### config.mk
export PLATFORM = sky130hd
export DESIGN_NAME = wb_bytestream_dma
export DESIGN_NICKNAME = d
export VERILOG_FILES = /design/src/rtl/dma_pkg.sv /design/src/rtl/wb_word_fifo.sv /design/src/rtl/wb_bytestream_dma.sv
export SDC_FILE = /design/constraint.sdc
export NUM_CORES = 1
export LEC_CHECK = 0
export ABC_CLOCK_PERIOD_IN_PS = 8800
export CAP_MARGIN = 20
export CORE_UTILIZATION = 37
export CTS_BUF_LIST = sky130_fd_sc_hd__clkbuf_16
export DETAILED_ROUTE_END_ITERATION = 8
export SYNTH_ARGS = -nofsm -noshare
export SYNTH_HDL_FRONTEND = slang
export SYNTH_SLANG_ARGS = --single-unit
### constraint.sdc
create_clock -name wb_clk_i -period 8.8 [get_ports wb_clk_i]
set_input_delay 1.32 -clock wb_clk_i [delete_from_list [all_inputs] [get_ports wb_clk_i]]
set_output_delay 1.32 -clock wb_clk_i [all_outputs]
set_load 0.005 [all_outputs]
### src/rtl/dma_pkg.sv
// Shared types and defaults for the byte-stream DMA: FSM encoding, FIFO entry layout,
// default ring placement and a lane-mask helper for partially packed words.
package dma_pkg;

   localparam logic [31:0] DEF_BASE_ADR   = 32'h0000_0000;
   localparam int          DEF_RING_WORDS = 2048;
   localparam int          DEF_FIFO_DEPTH = 4;

   typedef enum logic [1:0] {
      ST_IDLE = 2'd0,
      ST_BUS  = 2'd1,
      ST_GAP  = 2'd2
   } dma_state_t;

   typedef struct packed {
      logic [31:0] dat;
      logic [3:0]  sel;
   } dma_entry_t;

   // Lanes 0..nbytes-1 enabled; 0 or 4 bytes both mean a full word.
   function automatic logic [3:0] lane_mask(input logic [2:0] nbytes);
      case (nbytes)
         3'd1:    lane_mask = 4'b0001;
         3'd2:    lane_mask = 4'b0011;
         3'd3:    lane_mask = 4'b0111;
         default: lane_mask = 4'b1111;
      endcase
   endfunction

endpackage

### src/rtl/wb_word_fifo.sv
// First-word-fall-through FIFO of packed {dat, sel} entries with occupancy count
// and asynchronous clear of the pointers.
module wb_word_fifo
   import dma_pkg::*;
#(
   parameter int DEPTH = 4
) (
   input  logic                     wb_clk_i,
   input  logic                     wb_rst_i,
   input  logic                     push,
   input  dma_entry_t               push_data,
   input  logic                     pop,
   output dma_entry_t               head,
   output logic                     full,
   output logic                     empty,
   output logic [$clog2(DEPTH):0]   count
);

   localparam int AW = $clog2(DEPTH);
   localparam int CW = AW + 1;

   dma_entry_t       mem [DEPTH];
   logic [AW-1:0]    wr_idx_reg;
   logic [AW-1:0]    rd_idx_reg;
   logic [CW-1:0]    count_reg;
   logic             do_push;
   logic             do_pop;

   assign full    = (count_reg == CW'(DEPTH));
   assign empty   = (count_reg == '0);
   assign count   = count_reg;
   assign do_push = push && !full;
   assign do_pop  = pop && !empty;
   assign head    = mem[rd_idx_reg];

   always_ff @(posedge wb_clk_i or posedge wb_rst_i) begin
      if (wb_rst_i) begin
         wr_idx_reg <= '0;
         rd_idx_reg <= '0;
         count_reg  <= '0;
      end else begin
         if (do_push) wr_idx_reg <= wr_idx_reg + 1'b1;
         if (do_pop)  rd_idx_reg <= rd_idx_reg + 1'b1;
         case ({do_push, do_pop})
            2'b10:   count_reg <= count_reg + 1'b1;
            2'b01:   count_reg <= count_reg - 1'b1;
            default: count_reg <= count_reg;
         endcase
      end
   end

   // Storage carries no reset so it can map onto plain memory.
   always_ff @(posedge wb_clk_i) begin
      if (do_push) mem[wr_idx_reg] <= push_data;
   end

endmodule

### src/rtl/wb_bytestream_dma.sv
// Packs an 8-bit stream into 32-bit words and writes them as single Wishbone cycles
// into a circular region, never passing the reader's pointer.
module wb_bytestream_dma
   import dma_pkg::*;
#(
   parameter logic [31:0] BASE_ADR   = DEF_BASE_ADR,
   parameter int          RING_WORDS = DEF_RING_WORDS,
   parameter int          FIFO_DEPTH = DEF_FIFO_DEPTH
) (
   input  logic         wb_clk_i,
   input  logic         wb_rst_i,
   input  logic [7:0]   st_dat_i,
   input  logic         st_valid_i,
   output logic         st_ready_o,
   input  logic         flush_i,
   input  logic [10:0]  rd_ptr_i,
   output logic [10:0]  wr_ptr_o,
   output logic         overrun_o,
   output logic [31:0]  wbm_adr_o,
   output logic [31:0]  wbm_dat_o,
   output logic [3:0]   wbm_sel_o,
   output logic         wbm_cyc_o,
   output logic         wbm_stb_o,
   output logic         wbm_we_o,
   input  logic         wbm_ack_i
);

   localparam int          CW       = $clog2(FIFO_DEPTH) + 1;
   localparam logic [10:0] PTR_MASK = 11'(RING_WORDS - 1);

   logic [1:0]    bc_reg, bc_next;
   logic [2:0]    bc_after;
   logic [31:0]   stage_reg, stage_next;
   logic          flush_pend_reg, flush_pend_next;
   logic          ready_reg, ready_next;
   logic          flush_req, accept;
   logic          push, pop;
   dma_entry_t    push_entry, head;
   logic          fifo_full, fifo_empty;
   logic [CW-1:0] fifo_count, count_next;

   dma_state_t    state_reg, state_next;
   logic [10:0]   wr_ptr_reg, wr_ptr_next;
   logic          overrun_reg, overrun_next;
   logic          cyc_reg, cyc_next;
   logic [31:0]   adr_reg, adr_next;
   logic [31:0]   dat_reg, dat_next;
   logic [3:0]    sel_reg, sel_next;
   logic          ring_full;

   // A flush that meets a full FIFO is parked until a slot frees; bytes wait behind it.
   assign flush_req  = flush_i || flush_pend_reg;
   assign st_ready_o = ready_reg && !(flush_req && fifo_full);
   assign accept     = st_valid_i && st_ready_o;

   always_comb begin
      stage_next      = stage_reg;
      bc_after        = {1'b0, bc_reg};
      bc_next         = bc_reg;
      flush_pend_next = 1'b0;
      push            = 1'b0;
      push_entry      = '0;
      if (accept) begin
         stage_next[{bc_reg, 3'b000} +: 8] = st_dat_i;
         bc_after = bc_after + 3'd1;
      end
      if (bc_after == 3'd4) begin
         push       = 1'b1;
         push_entry = '{dat: stage_next, sel: 4'b1111};
         stage_next = '0;
         bc_next    = 2'd0;
      end else if (flush_req && bc_after != 3'd0) begin
         if (!fifo_full) begin
            push       = 1'b1;
            push_entry = '{dat: stage_next, sel: lane_mask(bc_after)};
            stage_next = '0;
            bc_next    = 2'd0;
         end else begin
            flush_pend_next = 1'b1;
            bc_next         = bc_after[1:0];
         end
      end else begin
         bc_next = bc_after[1:0];
      end
   end

   always_comb begin
      count_next = fifo_count;
      if (push && !pop)      count_next = fifo_count + 1'b1;
      else if (!push && pop) count_next = fifo_count - 1'b1;
      ready_next = (bc_next != 2'd3) || (count_next != CW'(FIFO_DEPTH));
   end

   always_ff @(posedge wb_clk_i or posedge wb_rst_i) begin
      if (wb_rst_i) begin
         bc_reg         <= 2'd0;
         stage_reg      <= '0;
         flush_pend_reg <= 1'b0;
         ready_reg      <= 1'b0;
      end else begin
         bc_reg         <= bc_next;
         stage_reg      <= stage_next;
         flush_pend_reg <= flush_pend_next;
         ready_reg      <= ready_next;
      end
   end

   wb_word_fifo #(.DEPTH(FIFO_DEPTH)) u_fifo (
      .wb_clk_i  (wb_clk_i),
      .wb_rst_i  (wb_rst_i),
      .push      (push),
      .push_data (push_entry),
      .pop       (pop),
      .head      (head),
      .full      (fifo_full),
      .empty     (fifo_empty),
      .count     (fifo_count)
   );

   assign ring_full = (((wr_ptr_reg + 11'd1) & PTR_MASK) == (rd_ptr_i & PTR_MASK));

   always_comb begin
      state_next   = state_reg;
      wr_ptr_next  = wr_ptr_reg;
      overrun_next = overrun_reg;
      cyc_next     = cyc_reg;
      adr_next     = adr_reg;
      dat_next     = dat_reg;
      sel_next     = sel_reg;
      pop          = 1'b0;
      case (state_reg)
         ST_IDLE: begin
            if (!fifo_empty) begin
               if (ring_full) begin
                  overrun_next = 1'b1;
               end else begin
                  state_next = ST_BUS;
                  cyc_next   = 1'b1;
                  adr_next   = BASE_ADR + {19'd0, wr_ptr_reg, 2'b00};
                  dat_next   = head.dat;
                  sel_next   = head.sel;
               end
            end
         end
         ST_BUS: begin
            if (wbm_ack_i) begin
               pop         = 1'b1;
               wr_ptr_next = (wr_ptr_reg + 11'd1) & PTR_MASK;
               cyc_next    = 1'b0;
               state_next  = ST_GAP;
            end
         end
         ST_GAP:  state_next = ST_IDLE;
         default: state_next = ST_IDLE;
      endcase
   end

   always_ff @(posedge wb_clk_i or posedge wb_rst_i) begin
      if (wb_rst_i) begin
         state_reg   <= ST_IDLE;
         wr_ptr_reg  <= '0;
         overrun_reg <= 1'b0;
         cyc_reg     <= 1'b0;
         adr_reg     <= BASE_ADR;
         dat_reg     <= '0;
         sel_reg     <= '0;
      end else begin
         state_reg   <= state_next;
         wr_ptr_reg  <= wr_ptr_next;
         overrun_reg <= overrun_next;
         cyc_reg     <= cyc_next;
         adr_reg     <= adr_next;
         dat_reg     <= dat_next;
         sel_reg     <= sel_next;
      end
   end

   assign wr_ptr_o  = wr_ptr_reg;
   assign overrun_o = overrun_reg;
   assign wbm_adr_o = adr_reg;
   assign wbm_dat_o = dat_reg;
   assign wbm_sel_o = sel_reg;
   assign wbm_cyc_o = cyc_reg;
   assign wbm_stb_o = cyc_reg;
   assign wbm_we_o  = cyc_reg;

endmodule
==> summary.md, run 1 <==
| Metric | Value |
|---|---|
| Share of cells above drive strength 1 | 0.165 |
| CTS tree | built |
| Sink Count | 249 |
| CTS Buffer Depth | 3 |
| Fin util | 0.454 |
| Combinational share of power | 0.342 |
| Antenna diode count | 0 |
| CP startpoint kind | input port |
| Worst rel slew slack | 0.383 |
| Synth cell count leaders | edfxtp_1, dfrtp_1, nor2_1 |
| Core area | 27200 um2 |
| Max VDD drop | 0.192 mV |
| Internal | 2.82 mW |
| Kind of critical path | input port to register |
| Die X | 169 um |
| Area grow syn2layout | 19.4% |
| Rows | 60 |
| Htree depth | 1 |
| DR vias/cell | 4.92 |
| Worst hold slack | 487 ps |
| Final setup violation count | 0 |
| Final Critical Period | 4690 ps |
| Die H | 169 um |
| Die area | 28600 um2 |
| Fmax | 0.213 GHz |
| Least-Margin Pin Slew | 925 ps |
| Placed cell area | 11600 um2 |
| GR Util All Layers | 0.156 |
| RSZ-0062 raised after global routing | no |
| Most used DFF post-synth | edfxtp_1 |
| Final period utilization | 0.533 |
| First-pass GRT wire length | 34300 um |
| Post-cts sizing count | 0 |
| Mapped cell area | 10300 um2 |
| Ranking of synthesized cells by area | edfxtp_1, dfrtp_1, mux4_2, mux2_2, nor2_1 |
| Worst Clk Skew | 19.5 ps |
| RePlAce Congestion | 0.749 |
| Critical-path maximum fanout | 41 |
| Initial antenna violation count | 0 |
| Fillers | 2461 |
| Post-route DRC | 0 |
| Post-Synthesis Cells | 673 |
| WP data arrival | 4890 ps |
| Place WS | 3540 ps |
| Seq/Total Area, Yosys | 0.673 |
| IO Port Bufs | 86 |
| Drt initial violations | 352 |
| DP Cell Count | 1114 |
| Synth cell types | 51 |
| Setup TNS | 0 ps |
| Max Slew Vio Count | 0 |
| Largest net degree at the start of global routing | 67 |
| Clk network pwr share | 0.242 |
| Worst setup EP type | register |
| Synth warn | 0 |
| CP required | 9000 ps |
| Clk Latency, worst-skew pair | 540 ps |
| Hold-fix buffers, CTS | 0 |
| Async SR Flop Fraction | 0.422 |
| Endpoints failing hold | 0 |
| Nets | 809 |
| I/O pin cnt | 108 |
| P per Cell Area | 333 nW/um2 |
| Routed WL | 21600 um |
| Post-CTS setup buffer count | 0 |
| Vias in the first global route | 5851 |
| Setup ws final | 4110 ps |
| Psw | 1.29 mW |
| Hold crit path type | register to register |
| Via count | 5732 |
| Area share of the largest cell type after synthesis | 0.418 |
| Power Total | 4.11 mW |
| Sw Share | 0.315 |
| Syn Area/Cell | 15.4 um2 |
| Multi-input gate area | 3150 um2 |
| 1st-pass router iterations | 5 |
| TritonCTS Buffers | 27 |
| CTS Root Cell | clkbuf_16 |
| Max Cap Violations | 0 |
| Register Area | 6950 um2 |
| Top-count cell post-synth | edfxtp_1 |
| Total grt overflow | 0 |
| Max FFs per register | 144 |
| Antenna violation net count after detailed routing | 0 |
| P_leak | 4.83 nW |
| Status | finished clean |
| Initial Utilization | 0.380 |
| Post-synth EDFFs | 144 |
| Post-route insts no fill | 1164 |
| FF+latch count, synth | 249 |
| Clock transition at path regs | 60 ps |
| WL/cell | 18.6 um |
| Fin area | 12300 um2 |
| Power share of the sequential group | 0.416 |
| Synth area leader | edfxtp_1 |
| Hpwl dp | 13700 um |
[power groups by stage]
| stage | sequential (mW) | combinational [mW] | clock, mW |
|---|---|---|---|
| 3_5_place_dp | 1.73 | 1.43 | 0 |
| 2_1_floorplan | 1.68 | 0.930 | 0 |
| 5_1_grt | 1.75 | 1.54 | 1.07 |
| 6_report | 1.71 | 1.41 | 0.993 |
| 4_1_cts | 1.71 | 1.43 | 1.02 |
| 3_3_place_gp | 1.73 | 1.42 | 0 |
[cells by family after synthesis]
logic type | count (synthesis) | share of synthesized area
flip-flops | 249 | 0.673
buffers and inverters | 60 | 0.0322
adder cells (fa/ha/maj) | 14 | 0.0170
AND/OR/NAND/NOR | 172 | 0.0816
other | 1 | 0.000363
XOR/XNOR | 31 | 0.0263
multiplexers | 85 | 0.135
AO/OA/AOI/OAI | 61 | 0.0352
[path summary, 6_finish.rpt]
path	start	to	slack (ps)	depth (start not counted)
min in group asynchronous	wb_rst_i	wbm_adr_o[5]	1180	2
worst max-delay path	flush_i	u_fifo.mem[2][25]	4110	10
worst min-delay path	wbm_adr_o[6]	wbm_adr_o[6]	490	1
worst min register to register	wbm_adr_o[6]	wbm_adr_o[6]	490	1
max in group asynchronous	wb_rst_i	u_fifo.rd_idx_reg[0]	6210	3
worst max register to register	u_fifo.count[0]	u_fifo.mem[2][25]	4670	11
[worst max-delay path, stage by stage]
cell and delay, ps:
clkdlybuf4s50_1 430, o211ai_1 310, nand3_1 250, o21ai_0 360, o311ai_4 160, buf_4 280, inv_1 90, buf_4 400
and3_1 820, buf_4 430
[placed cells by master (no fill, tap or decap), drive strengths merged, types with 3 or more instances in the layout]
cell type,instances
and3,39
mux4,36
mux2,48
ha,14
nand2,22
o22ai,3
nand3,6
nor2,76
nand4,3
o21ai,7
nor2b,3
dfrtp,105
nor3,6
a21oi,35
clkinv,7
xor2,11
xnor2,20
conb,21
or3,3
clkbuf,27
buf,10
clkdlybuf4s50,86
and2,5
edfxtp,144
clkinvlp,3
inv,26
[layer usage]
metal,part of all wire,routed length [um],GRT usage
met2,0.47,10200,0.247
met1,0.46,10000,0.224
met5,0,0,0
met4,0.018,390,0.0400
met3,0.046,1000,0.0243
[cell type report]
cell class	instances	share of cell area
clock inverters	23	0.00842
multi-input cells	384	0.255
well taps	372	0.0377
flip-flops and latches	249	0.564
repair buffers	96	0.0759
inverters	13	0.00416
clock buffers	27	0.0548
Power figures use the tool's default switching activity.
==> inputs of run 2 (changes only) <==
Settings changed: ABC_CLOCK_PERIOD_IN_PS 8800 to 3980.
Clock period 8.8 ns to 3.98 ns, I/O delays scaled along.
==> summary.md, run 2 (synthesis gave the netlist of run 1 again) <==
| Metric | Value |
|---|---|
| Status | finished clean |
| Via count | 5614 |
| Power Total | 9.22 mW |
| Max Cap Violations | 0 |
| Nets | 811 |
| Clock transition at path regs | 60 ps |
| Endpoints failing hold | 0 |
| Die area | 28600 um2 |
| Post-route insts no fill | 1165 |
| Die H | 169 um |
| CTS tree | built |
| DP Cell Count | 1117 |
| Max FFs per register | 144 |
| Worst r2r path cells | 8 |
| Register Area | 6950 um2 |
| Fmax | 0.343 GHz |
| Vias in the first global route | 5796 |
| Max Slew Vio Count | 0 |
| Setup TNS | 0 ps |
| 1st-pass router iterations | 4 |
| Kind of critical path | register to register |
| CTS Root Cell | clkbuf_16 |
| I/O pin cnt | 108 |
| Setup crit end | wbm_dat_o[9] |
| Multi-input gate area | 3150 um2 |
| Antenna violation net count after detailed routing | 0 |
| RePlAce Congestion | 0.777 |
| Least-Margin Pin Slew | 992 ps |
| Initial Utilization | 0.380 |
| CTS Buffer Depth | 3 |
| Largest net degree at the start of global routing | 54 |
| Final setup violation count | 0 |
| WL/cell | 17.3 um |
| CP peak stage delay | 500 ps |
| Reg-to-reg endpoint | wbm_dat_o[9] |
| CP required | 4390 ps |
| WP data arrival | 3320 ps |
| Initial antenna violation count | 0 |
| Htree depth | 1 |
| Worst setup path start | wr_ptr_o[0] |
| Critical path buffers and inverters | 1 |
| Commonest non-fill, non-tap cell in the layout | edfxtp_1 |
| DR vias/cell | 4.82 |
| Clk Latency, worst-skew pair | 520 ps |
| Post-CTS setup buffer count | 0 |
| Top Family by Delay on Critical Path | simple AND/OR/NAND/NOR gates |
| Hold-fix buffers, CTS | 0 |
| Final Critical Period | 2910 ps |
| Post-cts sizing count | 0 |
| Core area | 27200 um2 |
| Worst hold slack | 485 ps |
| RSZ-0062 raised after global routing | no |
| GR Util All Layers | 0.146 |
| Antenna diode count | 0 |
| Share of cells above drive strength 1 | 0.173 |
| Die X | 169 um |
| Commonest cells after routing, fill and taps aside | edfxtp_1, dfrtp_1, clkdlybuf4s50_1, nor2_1, and3_1 |
| First-pass GRT wire length | 32300 um |
| Worst setup EP type | register |
| Critical-path maximum fanout | 49 |
| Max VDD drop | 0.375 mV |
| CP startpoint kind | register |
| P_leak | 4.91 nW |
| Area grow syn2layout | 20.9% |
| Routed WL | 20200 um |
| Reg-to-reg slack, setup | 1070 ps |
| Hold crit path type | register to register |
| RR Startpoint | wr_ptr_o[0] |
| Final period utilization | 0.732 |
| Critical path cell sequence | ha_1, nand3_1, or3_1, a221oi_1, a211oi_1, a31oi_4, buf_12, mux2_2 |
| P per Cell Area | 738 nW/um2 |
| Rows | 60 |
| Worst rel slew slack | 0.339 |
| Post-route DRC | 0 |
| Sink Count | 249 |
| Fillers | 2436 |
| Drt initial violations | 251 |
| Hpwl dp | 12900 um |
| Critical path depth | 8 |
| IO Port Bufs | 86 |
| Worst Clk Skew | 8.99 ps |
| TritonCTS Buffers | 26 |
| Total grt overflow | 0 |
| Slowest cell on crit path | dfrtp_1 |
## run 2: changes by cell type in the layout (fill, tap and decap cells not counted)
cell | before | now
buf_12 | 0 | 6
clkinv_1 | 6 | 2
clkinv_2 | 1 | 5
buf_4 | 10 | 7
bufinv_16 | 0 | 3
clkinvlp_4 | 3 | 0
inv_1 | 24 | 23
inv_6 | 1 | 0
## run 2: routing by layer
metal | track usage | vias to the layer above | share of wire
met2 | 0.241 | 78 | 0.49
met4 | 0.0431 | 0 | 0.019
met5 | 0 | - | 0
met3 | 0.0210 | 23 | 0.032
li1 | - | 2641 | -
met1 | 0.200 | 2872 | 0.46
## run 2: how the worst min path moves through the flow
stage | from | endpoint | slack (ps) | cells past startpoint
global placement | overrun_o | overrun_o | 460 | 1
detailed placement | overrun_o | overrun_o | 470 | 1
CTS | wbm_adr_o[7] | wbm_adr_o[7] | 490 | 1
finish | overrun_o | overrun_o | 480 | 1
global route | overrun_o | overrun_o | 520 | 1
floorplan | overrun_o | overrun_o | 470 | 1
## run 2: through the flow
stage,instance area (um2),utilization,setup slack (ps)
detailed placement,11700,0.429,807
CTS,12500,0.460,1020
global placement,11700,0.429,866
floorplan,10400,-,622
finish,12500,0.460,1070
global route,12500,0.460,892
## run 2: cell type report
class / instances / area share
inverter: 13 / 0.00411
clock inverter: 21 / 0.0131
clock buffer: 27 / 0.0541
tap: 372 / 0.0373
sequential: 249 / 0.557
multi-input combinational: 384 / 0.252
timing repair buffer: 99 / 0.0827
## run 2: where the power goes
group	internal, mW	switching (mW)
Clock	1.41	0.950
Sequential	3.43	0.411
Combinational	1.63	1.39
